==> src/rtl/conv1d_pe_multi.sv <==
// conv1d_pe_multi: 1-D convolution PE applying NUM_FILTERS filters per window over FIFO-fed rows.
module conv1d_pe_multi #(
  parameter int DATA_WIDTH        = 16,
  parameter int FILTER_SIZE_WIDTH = 3,
  parameter int STRIDE_WIDTH      = 2,
  parameter int IFMAP_DEPTH       = 16,
  parameter int NUM_FILTERS       = 2,
  parameter int ROWS_WIDTH        = 6
) (
  input  logic                          clk,
  input  logic                          rst,
  input  logic                          Start,
  input  logic [STRIDE_WIDTH-1:0]       stride_in,
  input  logic [FILTER_SIZE_WIDTH-1:0]  filter_size_in,
  input  logic [1:0]                    mode_in,
  input  logic [ROWS_WIDTH-1:0]         num_rows_in,
  output logic                          ready,
  output logic                          done,
  input  logic [DATA_WIDTH+1:0]         IFMap,
  input  logic                          valid_IFMap,
  output logic                          ren_buf_IFMap,
  input  logic signed [DATA_WIDTH-1:0]  Filter,
  input  logic                          valid_Filter,
  output logic                          ren_buf_Filter,
  input  logic signed [DATA_WIDTH-1:0]  input_Psum,
  input  logic                          valid_input_Psum,
  output logic                          ren_buf_input_Psum,
  output logic signed [DATA_WIDTH-1:0]  Psum,
  input  logic                          ready_Psum,
  output logic                          wen_buf_Psum
);
  localparam int FMAX = (1 << FILTER_SIZE_WIDTH) - 1;
  localparam int NW   = NUM_FILTERS * FMAX;
  localparam int WI   = NW > 1 ? $clog2(NW) : 1;
  localparam int AW   = IFMAP_DEPTH > 1 ? $clog2(IFMAP_DEPTH) : 1;
  localparam int PW   = $clog2(IFMAP_DEPTH + 1) + STRIDE_WIDTH + FILTER_SIZE_WIDTH;
  localparam int FW   = NUM_FILTERS > 1 ? $clog2(NUM_FILTERS) : 1;
  localparam int ACCW = 2 * DATA_WIDTH + FILTER_SIZE_WIDTH;
  localparam logic signed [ACCW-1:0] SMAX = {{(ACCW-DATA_WIDTH+1){1'b0}}, {(DATA_WIDTH-1){1'b1}}};
  localparam logic signed [ACCW-1:0] SMIN = ~SMAX;

  typedef enum logic [1:0] {IDLE, LOAD_FILT, LOAD_ROW, COMPUTE} state_t;
  typedef enum logic [1:0] {MAC, PSUM_WAIT, OUT} phase_t;

  state_t                        state, state_n;
  phase_t                        phase;
  logic [STRIDE_WIDTH-1:0]       stride_q;
  logic [FILTER_SIZE_WIDTH-1:0]  size_q, k;
  logic                          mode_q, in_row, done_q;
  logic [ROWS_WIDTH-1:0]         rows_q, row_cnt;
  logic [PW-1:0]                 row_len, p;
  logic [FW-1:0]                 f;
  logic [WI-1:0]                 lcnt;
  logic signed [ACCW-1:0]        acc, acc_tap, acc_ps;
  logic signed [DATA_WIDTH-1:0]  psum_q, ws, xs;
  logic signed [DATA_WIDTH-1:0]  wbuf [NW];
  logic signed [DATA_WIDTH-1:0]  rbuf [IFMAP_DEPTH];
  logic                          last_w, last_tap, last_f, last_row, win_ok, row_fin, row_start;
  logic                          unused;

  function automatic logic signed [DATA_WIDTH-1:0] sat(input logic signed [ACCW-1:0] a);
    return (a > SMAX) ? SMAX[DATA_WIDTH-1:0] : (a < SMIN) ? SMIN[DATA_WIDTH-1:0] : a[DATA_WIDTH-1:0];
  endfunction

  assign unused    = mode_in[1];
  assign ready     = state == IDLE;
  assign done      = done_q;
  assign Psum      = psum_q;
  assign ws        = wbuf[WI'(f) * WI'(size_q) + WI'(k)];
  assign xs        = rbuf[AW'(p + PW'(k))];
  assign acc_tap   = acc + ACCW'(ws) * ACCW'(xs);
  assign acc_ps    = acc + ACCW'(input_Psum);
  assign last_w    = lcnt == WI'(NUM_FILTERS * size_q - 1);
  assign last_tap  = k == size_q - FILTER_SIZE_WIDTH'(1);
  assign last_f    = f == FW'(NUM_FILTERS - 1);
  assign last_row  = row_cnt == rows_q - ROWS_WIDTH'(1);
  assign win_ok    = p + PW'(size_q) <= row_len;
  assign row_start = IFMap[DATA_WIDTH+1];
  // a row finishes on an end-tagged word that is either inside a row or opens one itself
  assign row_fin   = valid_IFMap && IFMap[DATA_WIDTH] && (row_start || in_row);

  always_comb begin
    state_n            = state;
    ren_buf_Filter     = 1'b0;
    ren_buf_IFMap      = 1'b0;
    ren_buf_input_Psum = 1'b0;
    wen_buf_Psum       = 1'b0;
    unique case (state)
      IDLE:      state_n = (Start && num_rows_in != '0) ? LOAD_FILT : IDLE;
      LOAD_FILT: begin
        ren_buf_Filter = valid_Filter;
        state_n        = (valid_Filter && last_w) ? LOAD_ROW : LOAD_FILT;
      end
      LOAD_ROW:  begin
        ren_buf_IFMap = valid_IFMap;
        state_n       = row_fin ? COMPUTE : LOAD_ROW;
      end
      COMPUTE:   begin
        ren_buf_input_Psum = phase == PSUM_WAIT && valid_input_Psum;
        wen_buf_Psum       = phase == OUT && ready_Psum;
        state_n            = (phase == MAC && !win_ok) ? (last_row ? IDLE : LOAD_ROW) : COMPUTE;
      end
      default:   state_n = IDLE;
    endcase
  end

  always_ff @(posedge clk) begin
    if (state == LOAD_ROW && valid_IFMap && (row_start || (in_row && row_len < PW'(IFMAP_DEPTH))))
      rbuf[row_start ? '0 : AW'(row_len)] <= IFMap[DATA_WIDTH-1:0];
    if (ren_buf_Filter)
      wbuf[lcnt] <= Filter;
  end

  always_ff @(posedge clk) begin
    if (rst) begin
      state    <= IDLE;
      phase    <= MAC;
      stride_q <= '0;
      size_q   <= '0;
      mode_q   <= 1'b0;
      rows_q   <= '0;
      row_cnt  <= '0;
      row_len  <= '0;
      in_row   <= 1'b0;
      p        <= '0;
      f        <= '0;
      k        <= '0;
      lcnt     <= '0;
      acc      <= '0;
      psum_q   <= '0;
      done_q   <= 1'b0;
    end else begin
      state  <= state_n;
      done_q <= 1'b0;
      unique case (state)
        IDLE: if (Start) begin
          stride_q <= stride_in == '0 ? STRIDE_WIDTH'(1) : stride_in;
          size_q   <= filter_size_in == '0 ? FILTER_SIZE_WIDTH'(1) : filter_size_in;
          mode_q   <= mode_in[0];
          rows_q   <= num_rows_in;
          row_cnt  <= '0;
          lcnt     <= '0;
          done_q   <= num_rows_in == '0;
        end
        LOAD_FILT: if (valid_Filter) lcnt <= last_w ? '0 : lcnt + WI'(1);
        LOAD_ROW: if (valid_IFMap) begin
          if (row_start) begin
            row_len <= PW'(1);
            in_row  <= !IFMap[DATA_WIDTH];
          end else if (in_row) begin
            row_len <= row_len < PW'(IFMAP_DEPTH) ? row_len + PW'(1) : row_len;
            in_row  <= !IFMap[DATA_WIDTH];
          end
          if (row_fin) begin
            p     <= '0;
            f     <= '0;
            k     <= '0;
            acc   <= '0;
            phase <= MAC;
          end
        end
        COMPUTE: unique case (phase)
          MAC: if (!win_ok) begin
            row_cnt <= row_cnt + ROWS_WIDTH'(1);
            done_q  <= last_row;
          end else begin
            acc <= acc_tap;
            k   <= last_tap ? '0 : k + FILTER_SIZE_WIDTH'(1);
            if (last_tap) begin
              phase <= mode_q ? PSUM_WAIT : OUT;
              if (!mode_q) psum_q <= sat(acc_tap);
            end
          end
          PSUM_WAIT: if (valid_input_Psum) begin
            psum_q <= sat(acc_ps);
            phase  <= OUT;
          end
          OUT: if (ready_Psum) begin
            acc   <= '0;
            phase <= MAC;
            f     <= last_f ? '0 : f + FW'(1);
            if (last_f) p <= p + PW'(stride_q);
          end
          default: phase <= MAC;
        endcase
        default: ;
      endcase
    end
  end
endmodule

==> config.mk <==
export PLATFORM = sky130hd
export DESIGN_NAME = conv1d_pe_multi
export DESIGN_NICKNAME = d
export VERILOG_FILES = /design/src/rtl/conv1d_pe_multi.sv
export SDC_FILE = /design/constraint.sdc
export NUM_CORES = 2
export LEC_CHECK = 0
export CAP_MARGIN = 20
export CORE_MARGIN = 1.5
export CORE_UTILIZATION = 40
export DETAILED_ROUTE_END_ITERATION = 6
export PLACE_DENSITY = 0.55
export SKIP_LAST_GASP = 1
export SYNTH_ARGS = -nofsm -noshare
export SYNTH_HDL_FRONTEND = slang
export SYNTH_SLANG_ARGS = --single-unit
==> constraint.sdc <==
create_clock -name clk -period 12 [get_ports clk]
set_input_delay 2.4 -clock clk [delete_from_list [all_inputs] [get_ports clk]]
set_output_delay 2.4 -clock clk [all_outputs]
set_load 0.01 [all_outputs]
==> results.txt <==
Synth Register Bits: 583
prevailing post-synth register cell: edfxtp_1
first-pass GRT wire length: 150.2 mm
pre-CTS WS: 1.169 ns
Max IR drop VDD: 162.3 uV
core area: 93610 sq um
PwrDens: 173.6 nW/um^2
count of cell types in the netlist: 89
DR WL met3: 5.747 mm
CTS H-tree depth: 3
Clock transition at path regs: 0.06 ns
min-delay worst type: reg -> reg
nets: 3772
cts hold-fix bufs: 0
initial antenna violation count: 1
Setup Crit Path Kind: reg -> reg
Slew Limit Fails: 0
Net Sw Frac: 0.3878
outcome: completed
Slowest-stage cell, CP: fa_2
Worst Hold Depth: 2
Initial Util: 0.4047
CP Launch Type: flip-flop
vias per cell: 5.422
register share of total power: 0.296
Slew @ Worst Pin: 1.141 ns
Max Buffers Root-to-Sink: 3
# Max-Cap Violations: 0
syn_area_per_cell: 12.18 sq um
Int Pwr: 4.547 mW
Worst path depth: 30
part of the cycle the worst path needs: 0.9068
register area share after synthesis: 0.4349
CTS buffer count: 66
Worst Path Max Fanout: 21
detailed placement HPWL: 71.39 mm
number of synthesized flops with an enable pin: 480
DRC viols: 0
RSZ-0062 raised after global routing: no
Metal-1 WL: 42.56 mm
R2R depth: 30
Crit path required time: 12.58 ns
largest net degree at the start of global routing: 70
Worst slew margin: 0.2396
total grt overflow: 0
ys async rst share: 0
IO buf count: 90
CTS tree: yes
clock share of power: 0.271
total global-route track usage: 0.2025
Post-CTS Setup Repair Bufs: 0
crit-path max cell delay: 0.99 ns
highest routed layer: met5
WL final: 96.87 mm
Setup TNS Final: 0 ns
Max Clock Skew: 0.04277 ns
clock sinks: 583
Ys Warns: 0
chip width: 310.8 um
Routed Antenna Nets: 0
# rows: 112
CP endpoint kind: flip-flop
Final WS setup: 1.118 ns
1st-iter DRT viols: 1854
min Tclk post-route: 10.88 ns
via count: 24510
Post-Syn Nets: 3668
vias in the first global route: 25600
final setup vio count: 0
gpl congestion: 0.8701
Crit path top cell by count: fa_1
die area: 96570 sq um
Ports: 92
post-cts sizing count: 0
layout cells sized above 1: 0.1118
Met2 Routed Length: 46.51 mm
post-synthesis cell area: 37890 sq um
1st-pass router iterations: 6
Worst EP arrival: 11.46 ns
CP Buf/Inv Count: 6
LEAKAGE: 16.90 nW
cell family with most CP delay: adder cells
Clk Latency, worst-skew pair: 0.65 ns
final hold violation count: 0
synth-to-layout area growth: 12.92%
DR WL/cell: 21.43 um
FILL cells: 8645
NetSw: 2.881 mW
Max Freq: 91.90 MHz
Clock Tree Root: clkbuf_16
Die Y: 310.8 um
Logic pwr share: 0.433
Mapped Cells: 3111
==> layer usage <==
layer | global-route usage | vias to the layer above
met3 | 0.03839 | 117
met1 | 0.2749 | 12640
met4 | 0.05244 | 2
met2 | 0.3341 | 626
li1 | - | 11130
met5 | 0 | -
==> sequential cells by signal, summed over array words and instances, names as in the netlist, 2 cells and up <==
name	cells
phase	2
state	2
lcnt	4
rows_q	6
row_cnt	6
p	10
stride_q	2
k	3
acc	35
Psum	16
size_q	3
wbuf	224
row_len	10
rbuf	256
==> worst register-to-register path: cells and delay by family (launching register included) <==
kind	cells	cell delay [ns]
buffers and inverters	6	0.97
and+or+nand+nor	5	1.17
adders and majority gates	9	4.57
muxes	2	1.02
AOI/OAI and AO/OA	8	2.71
DFF	1	0.39
==> power by group through the flow <==
| stage | clock network [mW] | registers [mW] | logic [mW] |
|---|---|---|---|
| final | 2.01 | 2.20 | 3.22 |
| after global routing | 2.15 | 2.20 | 3.57 |
| after CTS | 2.06 | 2.20 | 3.20 |
| after detailed placement | 0 | 2.24 | 3.18 |
| after global placement | 0 | 2.24 | 3.17 |
| after floorplan | 0 | 2.24 | 2.39 |
==> cells in the final DEF (no fill, tap or decap), drive strengths merged, types with 10 or more instances in the layout <==
cell	netlist	layout
ha	171	171
nand2b	13	13
buf	26	73
nand2	216	216
nor2b	22	22
a211oi	25	25
o21ai	81	81
a21oi	146	146
mux2i	38	38
clkinv	0	28
inv	416	419
a221oi	18	18
mux2	20	20
o21a	12	12
clkbuf	100	85
a21o	44	44
and2	43	43
fa	316	316
a22oi	44	44
xor2	42	42
xnor2	55	55
nand4	22	22
and3	16	16
nand3	51	51
edfxtp	480	480
dfxtp	103	103
nor4	14	14
mux4	122	122
nor2	276	276
nor3	33	33
a31oi	15	15
o211ai	10	10
or3	15	15
clkdlybuf4s50	0	89
==> cell type report <==
cell class	instances	area (sq um)	area share
antenna	1	2.502	0.00005849
inverter	416	1562	0.03650
clock buffer	85	1829	0.04276
tap	1254	1569	0.03668
clock inverter	34	371.6	0.008686
sequential	583	16480	0.3851
multi-input combinational	1986	19430	0.4542
timing repair buffer	162	1541	0.03603
==> stage by stage <==
stage	cells	power, mW	util	hold WS, ns	area [sq um]
2_1_floorplan	3111	4.631	-	0.4496	37890
3_3_place_gp	4396	5.406	0.4324	0.4706	40470
3_5_place_dp	4397	5.423	0.4324	0.4722	40480
4_1_cts	4516	7.460	0.4559	0.4795	42680
5_1_grt	4520	7.919	0.4570	0.5131	42780
6_report	4521	7.428	0.4570	0.4798	42780
==> Yosys cell counts, drive strengths merged, types with 18 or more instances <==
cell type / count / area, sq um
nor3: 33 / 165.2
a21o: 44 / 330.3
xor2: 42 / 367.9
inv: 416 / 1561
clkbuf: 100 / 375.4
o21ai: 81 / 405.4
and2: 43 / 269.0
a22oi: 44 / 330.3
ha: 171 / 2140
nand3: 51 / 255.2
dfxtp: 103 / 2062
buf: 26 / 138.9
xnor2: 55 / 489.2
nor2: 276 / 1036
edfxtp: 480 / 14410
mux2: 20 / 225.2
mux2i: 38 / 380.4
fa: 316 / 6326
mux4: 122 / 2748
nor2b: 22 / 137.6
a21oi: 146 / 734.5
nand4: 22 / 137.6
nand2: 216 / 810.8
a211oi: 25 / 197.7
a221oi: 18 / 226.5
==> final timing paths <==
| check | startpoint | slack, ns | to |
|---|---|---|---|
| hold reg to reg | rows_q[5] | 0.48 | rows_q[5] |
| setup reg to reg | size_q[0] | 1.12 | Psum[3] |
| hold / removal | rows_q[5] | 0.48 | rows_q[5] |
| setup / recovery | size_q[0] | 1.12 | Psum[3] |
==> cell families (layout without fill, tap and decap cells) <==
| group | count (synthesis) | in the layout | share of synthesized area |
|---|---|---|---|
| compound gates | 464 | 464 | 0.08253 |
| flops | 583 | 583 | 0.4349 |
| other cells | 0 | 1 | 0 |
| xor+xnor | 97 | 97 | 0.02262 |
| simple gates | 758 | 758 | 0.09323 |
| buf+inv | 542 | 697 | 0.05479 |
| fa+ha+maj | 487 | 487 | 0.2234 |
| mux | 180 | 180 | 0.08851 |
Power figures use the tool's default switching activity.
